[src/rtl/shift_pkg.sv]
// Shared sizing constants and output-buffer state encoding for the serial deserializer.
package shift_pkg;
  localparam int WIDTH_DEF = 64;
  localparam int CNT_W     = 7;
  localparam int WCNT_W    = 32;

  localparam logic [0:0] ST_IDLE = 1'b0;
  localparam logic [0:0] ST_FULL = 1'b1;
endpackage

[src/rtl/shift_deser_obuf.sv]
// Single-entry output register with valid/ready handshake; flags a load it cannot take.
module shift_deser_obuf
  import shift_pkg::*;
#(
  parameter int WIDTH = WIDTH_DEF
) (
  input  logic             clk,
  input  logic             reset,
  input  logic             load,
  input  logic [WIDTH-1:0] load_data,
  input  logic [CNT_W-1:0] load_count,
  input  logic             ready,
  output logic             valid,
  output logic [WIDTH-1:0] data,
  output logic [CNT_W-1:0] count,
  output logic             drop
);
  logic [0:0]       r_state;
  logic [WIDTH-1:0] r_data;
  logic [CNT_W-1:0] r_count;
  logic             w_hs;
  logic             w_take;

  // A load is accepted when empty or when the held word leaves on this same edge.
  assign w_hs   = (r_state == ST_FULL) && ready;
  assign w_take = load && ((r_state == ST_IDLE) || w_hs);
  assign drop   = load && !w_take;

  always_ff @(posedge clk) begin
    if (reset) begin
      r_state <= ST_IDLE;
      r_data  <= '0;
      r_count <= '0;
    end else if (w_take) begin
      r_state <= ST_FULL;
      r_data  <= load_data;
      r_count <= load_count;
    end else if (w_hs) begin
      r_state <= ST_IDLE;
    end
  end

  assign valid = (r_state == ST_FULL);
  assign data  = r_data;
  assign count = r_count;
endmodule

[src/rtl/shift_deser.sv]
// Serial-to-parallel deserializer: bit accumulator with flush, buffered word output,
// sticky overflow on dropped words and an accepted-word counter.
module shift_deser
  import shift_pkg::*;
#(
  parameter int WIDTH     = WIDTH_DEF,
  parameter bit MSB_FIRST = 1'b1
) (
  input  logic              clk,
  input  logic              reset,
  input  logic              enable,
  input  logic              shift_din,
  input  logic              flush,
  input  logic              clear_overflow,
  input  logic              out_ready,
  output logic              out_valid,
  output logic [WIDTH-1:0]  out_data,
  output logic [CNT_W-1:0]  out_count,
  output logic              overflow,
  output logic [WCNT_W-1:0] word_cnt
);
  localparam logic [CNT_W-1:0] LAST = CNT_W'(WIDTH - 1);

  logic [WIDTH-1:0]  r_acc;
  logic [CNT_W-1:0]  r_bit_cnt;
  logic              r_overflow;
  logic [WCNT_W-1:0] r_word_cnt;

  logic [WIDTH-1:0]  w_acc_nxt;
  logic [CNT_W-1:0]  w_cnt_nxt;
  logic              w_complete;
  logic              w_load;
  logic              w_drop;
  logic              w_valid;
  logic              w_hs;

  always_comb begin
    w_acc_nxt = r_acc;
    w_cnt_nxt = r_bit_cnt;
    if (enable) begin
      if (MSB_FIRST) w_acc_nxt = {r_acc[WIDTH-2:0], shift_din};
      else           w_acc_nxt = {shift_din, r_acc[WIDTH-1:1]};
      w_cnt_nxt = r_bit_cnt + 1'b1;
    end
  end

  // The accumulator starts each word at zero, so unreceived positions already read 0.
  assign w_complete = enable && (r_bit_cnt == LAST);
  assign w_load     = w_complete || (flush && (w_cnt_nxt != '0));

  always_ff @(posedge clk) begin
    if (reset || w_load) begin
      r_acc     <= '0;
      r_bit_cnt <= '0;
    end else begin
      r_acc     <= w_acc_nxt;
      r_bit_cnt <= w_cnt_nxt;
    end
  end

  shift_deser_obuf #(.WIDTH(WIDTH)) u_obuf (
    .clk        (clk),
    .reset      (reset),
    .load       (w_load),
    .load_data  (w_acc_nxt),
    .load_count (w_cnt_nxt),
    .ready      (out_ready),
    .valid      (w_valid),
    .data       (out_data),
    .count      (out_count),
    .drop       (w_drop)
  );

  assign w_hs = w_valid && out_ready;

  // A new drop wins over a coincident clear.
  always_ff @(posedge clk) begin
    if (reset) begin
      r_overflow <= 1'b0;
      r_word_cnt <= '0;
    end else begin
      if (w_drop)              r_overflow <= 1'b1;
      else if (clear_overflow) r_overflow <= 1'b0;
      if (w_hs) r_word_cnt <= r_word_cnt + 1'b1;
    end
  end

  assign out_valid = w_valid;
  assign overflow  = r_overflow;
  assign word_cnt  = r_word_cnt;
endmodule

[config.mk]
export PLATFORM = sky130hd
export DESIGN_NAME = shift_deser
export DESIGN_NICKNAME = d
export VERILOG_FILES = /design/src/rtl/shift_pkg.sv /design/src/rtl/shift_deser_obuf.sv /design/src/rtl/shift_deser.sv
export SDC_FILE = /design/constraint.sdc
export NUM_CORES = 1
export LEC_CHECK = 0
export ABC_AREA = 1
export CORE_ASPECT_RATIO = 1.2
export CORE_UTILIZATION = 46
export CTS_CLUSTER_SIZE = 14
export DETAILED_ROUTE_END_ITERATION = 10
export GPL_ROUTABILITY_DRIVEN = 0
export PLACE_DENSITY = 0.73
export SETUP_SLACK_MARGIN = 0.4
export SYNTH_ARGS = -nofsm -noshare
export SYNTH_HDL_FRONTEND = slang
export SYNTH_HIERARCHICAL = 1
export SYNTH_SLANG_ARGS = --single-unit
[constraint.sdc]
create_clock -name clk -period 4.6 [get_ports clk]
set_clock_uncertainty 0.2 [all_clocks]
set_input_delay 0.69 -clock clk [delete_from_list [all_inputs] [get_ports clk]]
set_output_delay 0.69 -clock clk [all_outputs]
set_load 0.02 [all_outputs]
==> results of run 1 <==
sequential cells by signal, indices dropped and copies added, names as in the netlist:
signal	flops
r_bit_cnt	7
u_obuf/data	64
r_acc	64
u_obuf/count	7
word_cnt	32
overflow	1
u_obuf/valid	1
cell families after synthesis:
kind of cell               share of synthesized area [%]
AOI/OAI and AO/OA                                   11.1
xor gates and xnor gates                           0.544
adders and majority gates                          0.311
buffers and inverters                               16.7
DFF                                                 43.8
and+or+nand+nor                                     27.6
cell usage after synthesis (2+ instances only):
cell	number	area, um2
nor2_1	151	567
buf_2	18	90.1
xor2_1	2	17.5
inv_2	5	18.8
buf_4	13	97.6
ha_1	2	25.0
xnor2_1	3	26.3
nor3b_1	2	15.0
nand3_1	88	440
inv_1	251	942
dfxtp_1	176	3520
o21ai_0	77	385
o21ai_1	2	10.0
nor2_4	2	22.5
o21a_1	5	37.5
buf_6	10	113
nor2_2	37	231
nor3_1	7	35.0
a21oi_1	89	445
nand2_2	5	31.3
nor4_1	3	18.8
nand4_1	6	37.5
nand2_1	201	754
nand3_2	2	20.0
clkbuf_1	22	82.6
power by group through the flow:
stage               Sequential, mW  Combinational (mW)  Clock, mW
detailed placement            1.74               0.702          0
finish                        1.71               0.700       1.48
floorplan                     1.82               0.405          0
global route                  1.72               0.783       1.57
CTS                           1.71               0.706       1.51
global placement              1.74               0.692          0
layout make-up:
class | count | area share (%)
multi-input cells | 690 | 32.7
inverters | 256 | 9.86
flip-flops and latches | 176 | 36.1
repair buffers | 118 | 12.3
clock inverters | 9 | 1.36
clock buffers | 22 | 4.86
well taps | 216 | 2.77
layer usage:
metal	share of wire (%)	wire length (um)
met5	0	0
met4	1.4	236
met3	4.6	753
met2	46	7500
met1	48	7910
worst min-delay path by stage:
| stage | startpoint | to | slack [ps] | depth (start not counted) |
|---|---|---|---|---|
| finish | u_obuf/data[42] | u_obuf/data[42] | 280 | 2 |
| global route | u_obuf/data[33] | u_obuf/data[33] | 310 | 2 |
| CTS | u_obuf/count[6] | u_obuf/count[6] | 280 | 2 |
| detailed placement | u_obuf/count[6] | u_obuf/count[6] | 270 | 2 |
| global placement | u_obuf/data[58] | u_obuf/data[58] | 260 | 2 |
| floorplan | r_acc[63] | r_acc[63] | 280 | 2 |
worst reg2reg max path, delay by kind of cell (launching register included):
family	cells	cell delay, ps
DFF	1	400
adders and majority gates	1	210
and+or+nand+nor	11	1440
buffers and inverters	1	400
==> flow_metrics.py, run 1 <==
metrics = {
    "grt": {
        "antenna_found_initial": 0,
        "grt_pass1_wl_um": 27900,
        "grt_util_met1_pct": 24.9,
        "gr-total-overflow": 0,
        "grt_max_degree": 129,
        "grtUsageMet2_pct": 31.1,
        "globalRouteMet3Util_pct": 4.23,
        "grt_use_total_pct": 19.1,
        "first_global_vias": 6162,
        "top_usage_layer": "met2",
    },
    "critical_path": {
        "worst_r2r_endpoint": "u_obuf/count[6]",
        "path_max_fanout": 57,
        "critPathLaunch": "r_bit_cnt[0]",
        "cp.depth": 13,
        "r2r-start": "r_bit_cnt[0]",
        "worstSetupEndpoint": "u_obuf/count[6]",
        "path_cells": "ha_1 -> nand2_2 -> nor2_4 -> nand3_2 -> nand2_2 -> nor2_1 -> nand3_1 -> nand2_2 -> nand2_4 -> buf_4 -> nand3_1 -> nand2_1 -> nor2_1",
        "cp-start-kind": "flop",
        "crit_family": "simple AND/OR/NAND/NOR gates",
        "critPathArrivalTime_ps": 2870,
        "critPathKind": "reg -> reg",
        "ff2ff_path_depth": 13,
        "cp-end-kind": "flop",
        "max_stage_delay_ps": 480,
        "crit_top_cell": "nand2_2",
        "cp_slowest_cell": "nand2_4",
        "reg2reg_slack_ps": 1850,
        "cp_num_buf_inv": 1,
        "worstPathRequired_ps": 4720,
    },
    "pwr": {
        "leakage_nw": 4.41,
        "powerDensity_mw_per_mm2": 398,
        "comb_power_share_pct": 18.0,
        "p_sw_share_pct": 27.3,
        "p_sw_mw": 1.06,
        "power.internal_mw": 2.82,
        "p_seq_share_pct": 44.0,
        "pwr-share-clk_pct": 38.0,
        "ir_drop_v": 0.000243,
        "total_power_mw": 3.88,
    },
    "layout": {
        "finish.instance_area_mm2": 0.00975,
        "finish.utilization_pct": 57.4,
        "instances_no_fill": 1487,
        "final_common_cell": "inv_1",
        "fill_cells": 1604,
        "diodes": 0,
        "syn_to_final_growth_pct": 21.1,
        "drive_gt1_share_pct": 7.24,
        "register_area_mm2": 0.00352,
        "multi_input_area_mm2": 0.00319,
        "most-common-layout-cells": "inv_1 (251), nand2_1 (200), dfxtp_1 (176), nor2_1 (151), clkdlybuf4s50_1 (110)",
        "fin_nets": 1268,
    },
    "timing": {
        "rsz0062_at_grt": "no",
        "setup_viol": 0,
        "period_share_pct": 59.8,
        "maxSlewHeadroom_pct": 30.5,
        "tns_ps": 0,
        "finalHoldViolations": 0,
        "worst_pin_slew_ps": 1040,
        "period_needed_ps": 2750,
        "fin_ws_ps": 1850,
        "fin_hold_ws_ps": 279,
        "max_freq_ghz": 0.363,
        "finalMaxSlewViolations": 0,
    },
    "run_status": {
        "run_status": "complete, no violations",
    },
    "clocking": {
        "htreeDepth": 4,
        "root_buffer": "clkbuf_16",
        "cts_tree": "yes",
        "ctsHoldBuffers": 0,
        "clk_path_buf_depth": 2,
        "clk_latency_ps": 420,
        "path_clk_slew_ps": 60,
        "numCtsBuffers": 17,
        "clkSinkCount": 176,
        "cts_resized": 0,
        "post_cts_buffers": 0,
    },
    "placed_design": {
        "dp.cells": 1456,
        "dpl_worst_slack_ps": 1540,
        "portBuffers": 111,
        "place_area_mm2": 0.00914,
        "hpwl_um": 10500,
    },
    "drt": {
        "vias": 6914,
        "drc_errors": 0,
        "initialDrtViolationCount": 438,
        "antenna_left": 0,
        "viasPerCell": 4.65,
        "dr.pass1.iters": 4,
        "wl_per_cell_um": 11.0,
        "wirelength_um": 16400,
    },
    "min_path": {
        "holdCritPathClass": "reg -> reg",
    },
    "die": {
        "coreArea_mm2": 0.0170,
        "die_x_um": 123,
        "ios": 112,
        "die_area_mm2": 0.0180,
        "floorplan.initialDensity_pct": 47.4,
        "rows": 52,
        "die_h_um": 147,
    },
    "yosys": {
        "yosysUniqueCellTypes": 31,
        "ys.flop_type": "dfxtp_1",
        "synth_edf_count": 0,
        "syn-cell-area_mm2": 0.00805,
        "synthArstFlopShare_pct": 0,
        "ys_seq_area_share_pct": 43.8,
        "syn_avg_cell_area_um2": 6.79,
        "synthCells": 1185,
        "synth-seq-cells": 176,
        "yosys_warnings": 6,
        "syn_nets": 1194,
    },
    "job": {
        "maxCapViolCount": 0,
    },
}
Note: power is estimated with default switching activity, not from simulation.
==> inputs of run 2 (changes only) <==
==> constraint.sdc (replaced) <==
create_clock -name clk -period 2.8 [get_ports clk]
set_clock_uncertainty 0.2 [all_clocks]
set_input_delay 0.42 -clock clk [delete_from_list [all_inputs] [get_ports clk]]
set_output_delay 0.42 -clock clk [all_outputs]
set_load 0.02 [all_outputs]
==> run 2 against run 1 <==
Routed wire length shrank 1.3%. Sequential power grew 63%. Maximum frequency grew 21%. Clock power grew 64%. Global-route usage shrank 0.087 points. Combinational power grew 67%. Cell count grew 0.27%. Worst setup slack lost 1300 ps. Non-clock buffer count grew 3. Via count grew 1.5%. Total power grew 65%. Critical endpoint is now u_obuf/data[35]. Largest power group unchanged.
==> flow_metrics.py, run 2 (same netlist as run 1, synthesis figures left out) <==
metrics = {
    "die": {
        "rows": 52,
        "die_area_mm2": 0.0180,
        "floorplan.initialDensity_pct": 47.4,
        "coreArea_mm2": 0.0170,
        "die_x_um": 123,
        "die_h_um": 147,
        "ios": 112,
    },
    "critical_path": {
        "critPathKind": "reg -> reg",
        "cp-start-kind": "flop",
        "critPathArrivalTime_ps": 2400,
        "cp_slowest_cell": "dfxtp_1",
        "path_cells": "ha_1 -> nand2_2 -> nor2_4 -> nand3_2 -> nand2_2 -> nor2_1 -> nand3_1 -> nand2_2 -> nand2_4 -> buf_12 -> nand3_1 -> nand2_1 -> nor2_1",
        "cp-end-kind": "flop",
        "crit_top_cell": "nand2_2",
        "path_max_fanout": 67,
        "worstPathRequired_ps": 2930,
        "max_stage_delay_ps": 380,
    },
    "timing": {
        "maxSlewHeadroom_pct": 41.9,
        "rsz0062_at_grt": "yes",
        "finalMaxSlewViolations": 0,
        "tns_ps": 0,
        "setup_viol": 0,
        "finalHoldViolations": 0,
        "period_share_pct": 81.0,
        "period_needed_ps": 2270,
        "max_freq_ghz": 0.441,
        "worst_pin_slew_ps": 871,
    },
    "pwr": {
        "leakage_nw": 4.45,
        "powerDensity_mw_per_mm2": 653,
        "ir_drop_v": 0.000456,
        "p_sw_mw": 1.85,
        "total_power_mw": 6.40,
        "p_seq_share_pct": 43.6,
        "p_sw_share_pct": 28.8,
        "power.internal_mw": 4.56,
        "comb_power_share_pct": 18.3,
        "pwr-share-clk_pct": 38.0,
    },
    "placed_design": {
        "dp.cells": 1459,
        "portBuffers": 111,
        "place_area_mm2": 0.00919,
        "hpwl_um": 10300,
    },
    "layout": {
        "final_common_cell": "inv_1",
        "most-common-layout-cells": "inv_1 (251), nand2_1 (200), dfxtp_1 (176), nor2_1 (151), clkdlybuf4s50_1 (110)",
        "finish.instance_area_mm2": 0.00980,
        "multi_input_area_mm2": 0.00319,
        "syn_to_final_growth_pct": 21.7,
        "drive_gt1_share_pct": 7.69,
        "fill_cells": 1610,
        "register_area_mm2": 0.00352,
        "instances_no_fill": 1491,
        "finish.utilization_pct": 57.7,
        "diodes": 0,
        "fin_nets": 1271,
    },
    "drt": {
        "initialDrtViolationCount": 367,
        "dr.pass1.iters": 5,
        "wl_per_cell_um": 10.9,
        "drc_errors": 0,
        "antenna_left": 0,
        "wirelength_um": 16200,
        "vias": 7020,
        "viasPerCell": 4.71,
    },
    "clocking": {
        "numCtsBuffers": 17,
        "cts_resized": 0,
        "clkSinkCount": 176,
        "ctsHoldBuffers": 0,
        "cts_tree": "yes",
        "htreeDepth": 4,
        "root_buffer": "clkbuf_16",
        "post_cts_buffers": 0,
        "clk_latency_ps": 440,
        "path_clk_slew_ps": 70,
        "clk_path_buf_depth": 2,
    },
    "grt": {
        "grt_max_degree": 145,
        "first_global_vias": 6348,
        "gr-total-overflow": 0,
        "grt_pass1_wl_um": 27900,
        "grt_use_total_pct": 19.0,
        "antenna_found_initial": 0,
    },
    "min_path": {
        "holdCritPathClass": "reg -> reg",
    },
    "job": {
        "maxCapViolCount": 0,
    },
    "run_status": {
        "run_status": "complete, no violations",
    },
}
==> run 2: routing by layer <==
| layer | vias to the layer above | routed length (um) | global-route usage (%) | share of wire (%) |
|---|---|---|---|---|
| met3 | 17 | 845 | 4.62 | 5.2 |
| met2 | 144 | 7500 | 32.2 | 46 |
| met4 | 0 | 204 | 6.40 | 1.3 |
| met5 | - | 0 | 0 | 0 |
| li1 | 3738 | - | - | - |
| met1 | 3121 | 7640 | 23.4 | 47 |
==> run 2: worst paths after layout <==
kind	cells past startpoint	slack, ps	end	start
worst max-delay path	13	530	u_obuf/data[35]	r_bit_cnt[0]
worst min-delay path	2	280	u_obuf/data[10]	u_obuf/data[10]
worst max register to register	13	530	u_obuf/data[35]	r_bit_cnt[0]
worst min register to register	2	280	u_obuf/data[10]	u_obuf/data[10]
==> run 2: metrics by stage <==
stage | worst slack, ps | hold WS [ps]
global placement | 420 | 260
global route | 369 | 313
floorplan | 604 | 284
finish | 532 | 280
CTS | 519 | 285
detailed placement | 377 | 267
==> run 2: power groups by stage <==
stage,clock network (mW),logic [mW],registers (mW)
floorplan,0,0.665,2.99
global placement,0,1.17,2.85
detailed placement,0,1.18,2.85
CTS,2.49,1.18,2.80
global route,2.59,1.32,2.82
finish,2.43,1.17,2.79
==> run 2: layout make-up <==
cell class,count,share of cell area [%]
Sequential cell,176,36.0
Multi-Input combinational cell,690,32.5
Timing Repair Buffer,121,12.7
Inverter,256,9.81
Clock buffer,18,4.48
Tap cell,216,2.76
Clock inverter,14,1.72
==> run 2: critical path, delay by kind of cell (launching register included) <==
kind / cells / cell delay (ps)
AND/OR/NAND/NOR: 11 / 1080
flip-flops: 1 / 380
buffers and inverters: 1 / 260
adder cells (fa/ha/maj): 1 / 200
==> inputs of run 3 (changes only) <==
--- a/config.mk
+++ b/config.mk
@@ -11,7 +11,7 @@
 export CTS_CLUSTER_SIZE = 14
 export DETAILED_ROUTE_END_ITERATION = 10
 export GPL_ROUTABILITY_DRIVEN = 0
-export PLACE_DENSITY = 0.73
+export PLACE_DENSITY = 0.76
 export SETUP_SLACK_MARGIN = 0.4
 export SYNTH_ARGS = -nofsm -noshare
 export SYNTH_HDL_FRONTEND = slang
==> constraint.sdc (replaced) <==
create_clock -name clk -period 2.07 [get_ports clk]
set_clock_uncertainty 0.2 [all_clocks]
set_input_delay 0.3105 -clock clk [delete_from_list [all_inputs] [get_ports clk]]
set_output_delay 0.3105 -clock clk [all_outputs]
set_load 0.02 [all_outputs]
==> run 3 against run 2 <==
Final area rose by 9.7%. Worst hold slack got worse by 120 ps. Maximum frequency is 10% higher. Critical path depth unchanged. Critical path type unchanged. Flip-flop and latch count did not move. Critical endpoint is now u_obuf/data[7]. Routed wire length rose by 8.1%. Largest power group unchanged.
==> flow_metrics.py, run 3 (same netlist as run 1, synthesis figures left out) <==
metrics = {
    "run_status": {
        "run_status": "complete, no violations",
    },
    "placed_design": {
        "dp.cells": 1481,
        "hpwl_um": 11100,
        "portBuffers": 111,
        "place_area_mm2": 0.00950,
    },
    "pwr": {
        "p_sw_mw": 2.47,
        "power.internal_mw": 6.43,
        "ir_drop_v": 0.000566,
        "total_power_mw": 8.91,
        "p_seq_share_pct": 42.5,
        "p_sw_share_pct": 27.8,
        "powerDensity_mw_per_mm2": 829,
        "pwr-share-clk_pct": 38.4,
        "leakage_nw": 6.24,
        "comb_power_share_pct": 19.2,
    },
    "drt": {
        "antenna_left": 0,
        "wirelength_um": 17500,
        "dr.pass1.iters": 4,
        "initialDrtViolationCount": 306,
        "drc_errors": 0,
        "wl_per_cell_um": 11.5,
        "vias": 7288,
        "viasPerCell": 4.79,
    },
    "timing": {
        "worst_pin_slew_ps": 568,
        "max_freq_ghz": 0.486,
        "finalHoldViolations": 0,
        "finalMaxSlewViolations": 0,
        "rsz0062_at_grt": "yes",
        "setup_viol": 0,
        "maxSlewHeadroom_pct": 62.2,
        "fin_hold_ws_ps": 158,
        "period_share_pct": 99.3,
        "tns_ps": 0,
        "period_needed_ps": 2060,
    },
    "grt": {
        "first_global_vias": 6426,
        "antenna_found_initial": 0,
        "grt_pass1_wl_um": 28700,
        "grt_use_total_pct": 19.6,
        "grt_max_degree": 73,
        "gr-total-overflow": 0,
    },
    "critical_path": {
        "worstPathRequired_ps": 2190,
        "critPathKind": "reg -> reg",
        "critPathArrivalTime_ps": 2180,
        "cp-start-kind": "flop",
        "cp-end-kind": "flop",
        "path_max_fanout": 27,
    },
    "layout": {
        "instances_no_fill": 1522,
        "finish.instance_area_mm2": 0.0107,
        "fill_cells": 1421,
        "diodes": 0,
        "final_common_cell": "inv_1",
        "syn_to_final_growth_pct": 33.6,
        "most-common-layout-cells": "inv_1 (248), nand2_1 (194), dfxtp_1 (156), nor2_1 (138), dlymetal6s2s_1 (92)",
        "drive_gt1_share_pct": 15.9,
        "fin_nets": 1302,
    },
    "die": {
        "die_h_um": 147,
        "rows": 52,
        "ios": 112,
        "die_x_um": 123,
        "floorplan.initialDensity_pct": 47.4,
        "die_area_mm2": 0.0180,
        "coreArea_mm2": 0.0170,
    },
    "clocking": {
        "clk_latency_ps": 430,
        "cts_tree": "yes",
        "path_clk_slew_ps": 60,
        "clk_path_buf_depth": 2,
        "htreeDepth": 4,
        "numCtsBuffers": 17,
        "root_buffer": "clkbuf_16",
        "clkSinkCount": 176,
    },
    "min_path": {
        "holdCritPathClass": "in -> reg",
    },
    "job": {
        "maxCapViolCount": 0,
    },
}
[run 3: cell count changes in the layout (fill, tap and decap cells not counted), moves of 14 or more]
cell	before	now
clkdlybuf4s50_1	110	5
dlymetal6s2s_1	0	92
dfxtp_1	176	156
buf_4	6	25
a21oi_1	89	75
a21oi_2	0	14
[run 3: final cells by class]
class                      instances  area, um2  share of cell area (%)
sequential                       176       3570                    33.2
clock inverter                    12        181                    1.69
tap                              216        270                    2.51
clock buffer                      20        447                    4.16
inverter                         256        963                    8.96
timing repair buffer             152       1870                    17.4
multi-input combinational        690       3450                    32.1
[run 3: timing repair]
action                     in CTS  in global routing
gates cloned                    0                  2
setup endpoints to repair     263                265
hold buffers                    0                  0
resized for setup              45                167
setup buffers                   0                  7
pin swaps                       0                 19
[run 3: worst max-delay path: stages (launching register included)]
cell and delay, ps:
dfxtp_4 370, ha_4 140, nand2_4 60, nor2_4 120, nand2_1 60, nand2_1 60, nand2_2 60, nor2_1 100
nand3_1 90, nand2_2 120, nand2_8 120, clkbuf_16 230, a21oi_1 160, nor2_1 60
[run 3: metal layers]
| metal | routed length (um) | GRT usage [%] | vias up |
|---|---|---|---|
| li1 | - | - | 3796 |
| met1 | 7570 | 23.9 | 3315 |
| met2 | 8690 | 33.7 | 149 |
| met3 | 894 | 3.45 | 28 |
| met4 | 348 | 7.56 | 0 |
| met5 | 0 | 0 | - |
[run 3: worst paths after layout]
check,startpoint,to,slack (ps),cells after the start
worst max-delay path,r_bit_cnt[1],u_obuf/data[7],10,13
worst min-delay path,enable,r_bit_cnt[0],160,4
worst max register to register,r_bit_cnt[1],u_obuf/data[7],10,13
worst min register to register,u_obuf/data[38],u_obuf/data[38],270,2
[run 3: power by group through the flow]
stage / logic, mW / registers [mW] / clock network, mW
2_1_floorplan: 0.919 / 4.05 / 0
3_3_place_gp: 1.64 / 3.86 / 0
3_5_place_dp: 1.66 / 3.86 / 0
4_1_cts: 1.68 / 3.79 / 3.49
5_1_grt: 1.90 / 3.81 / 3.63
6_report: 1.71 / 3.78 / 3.42
[run 3: per-stage QoR]
step           utilization, %  setup slack (ps)
6_report                 63.3              14.1
5_1_grt                  63.3              -130
4_1_cts                  59.8              22.6
3_5_place_dp             55.9             -83.9
3_3_place_gp             55.9             -26.5
2_1_floorplan               -              14.0
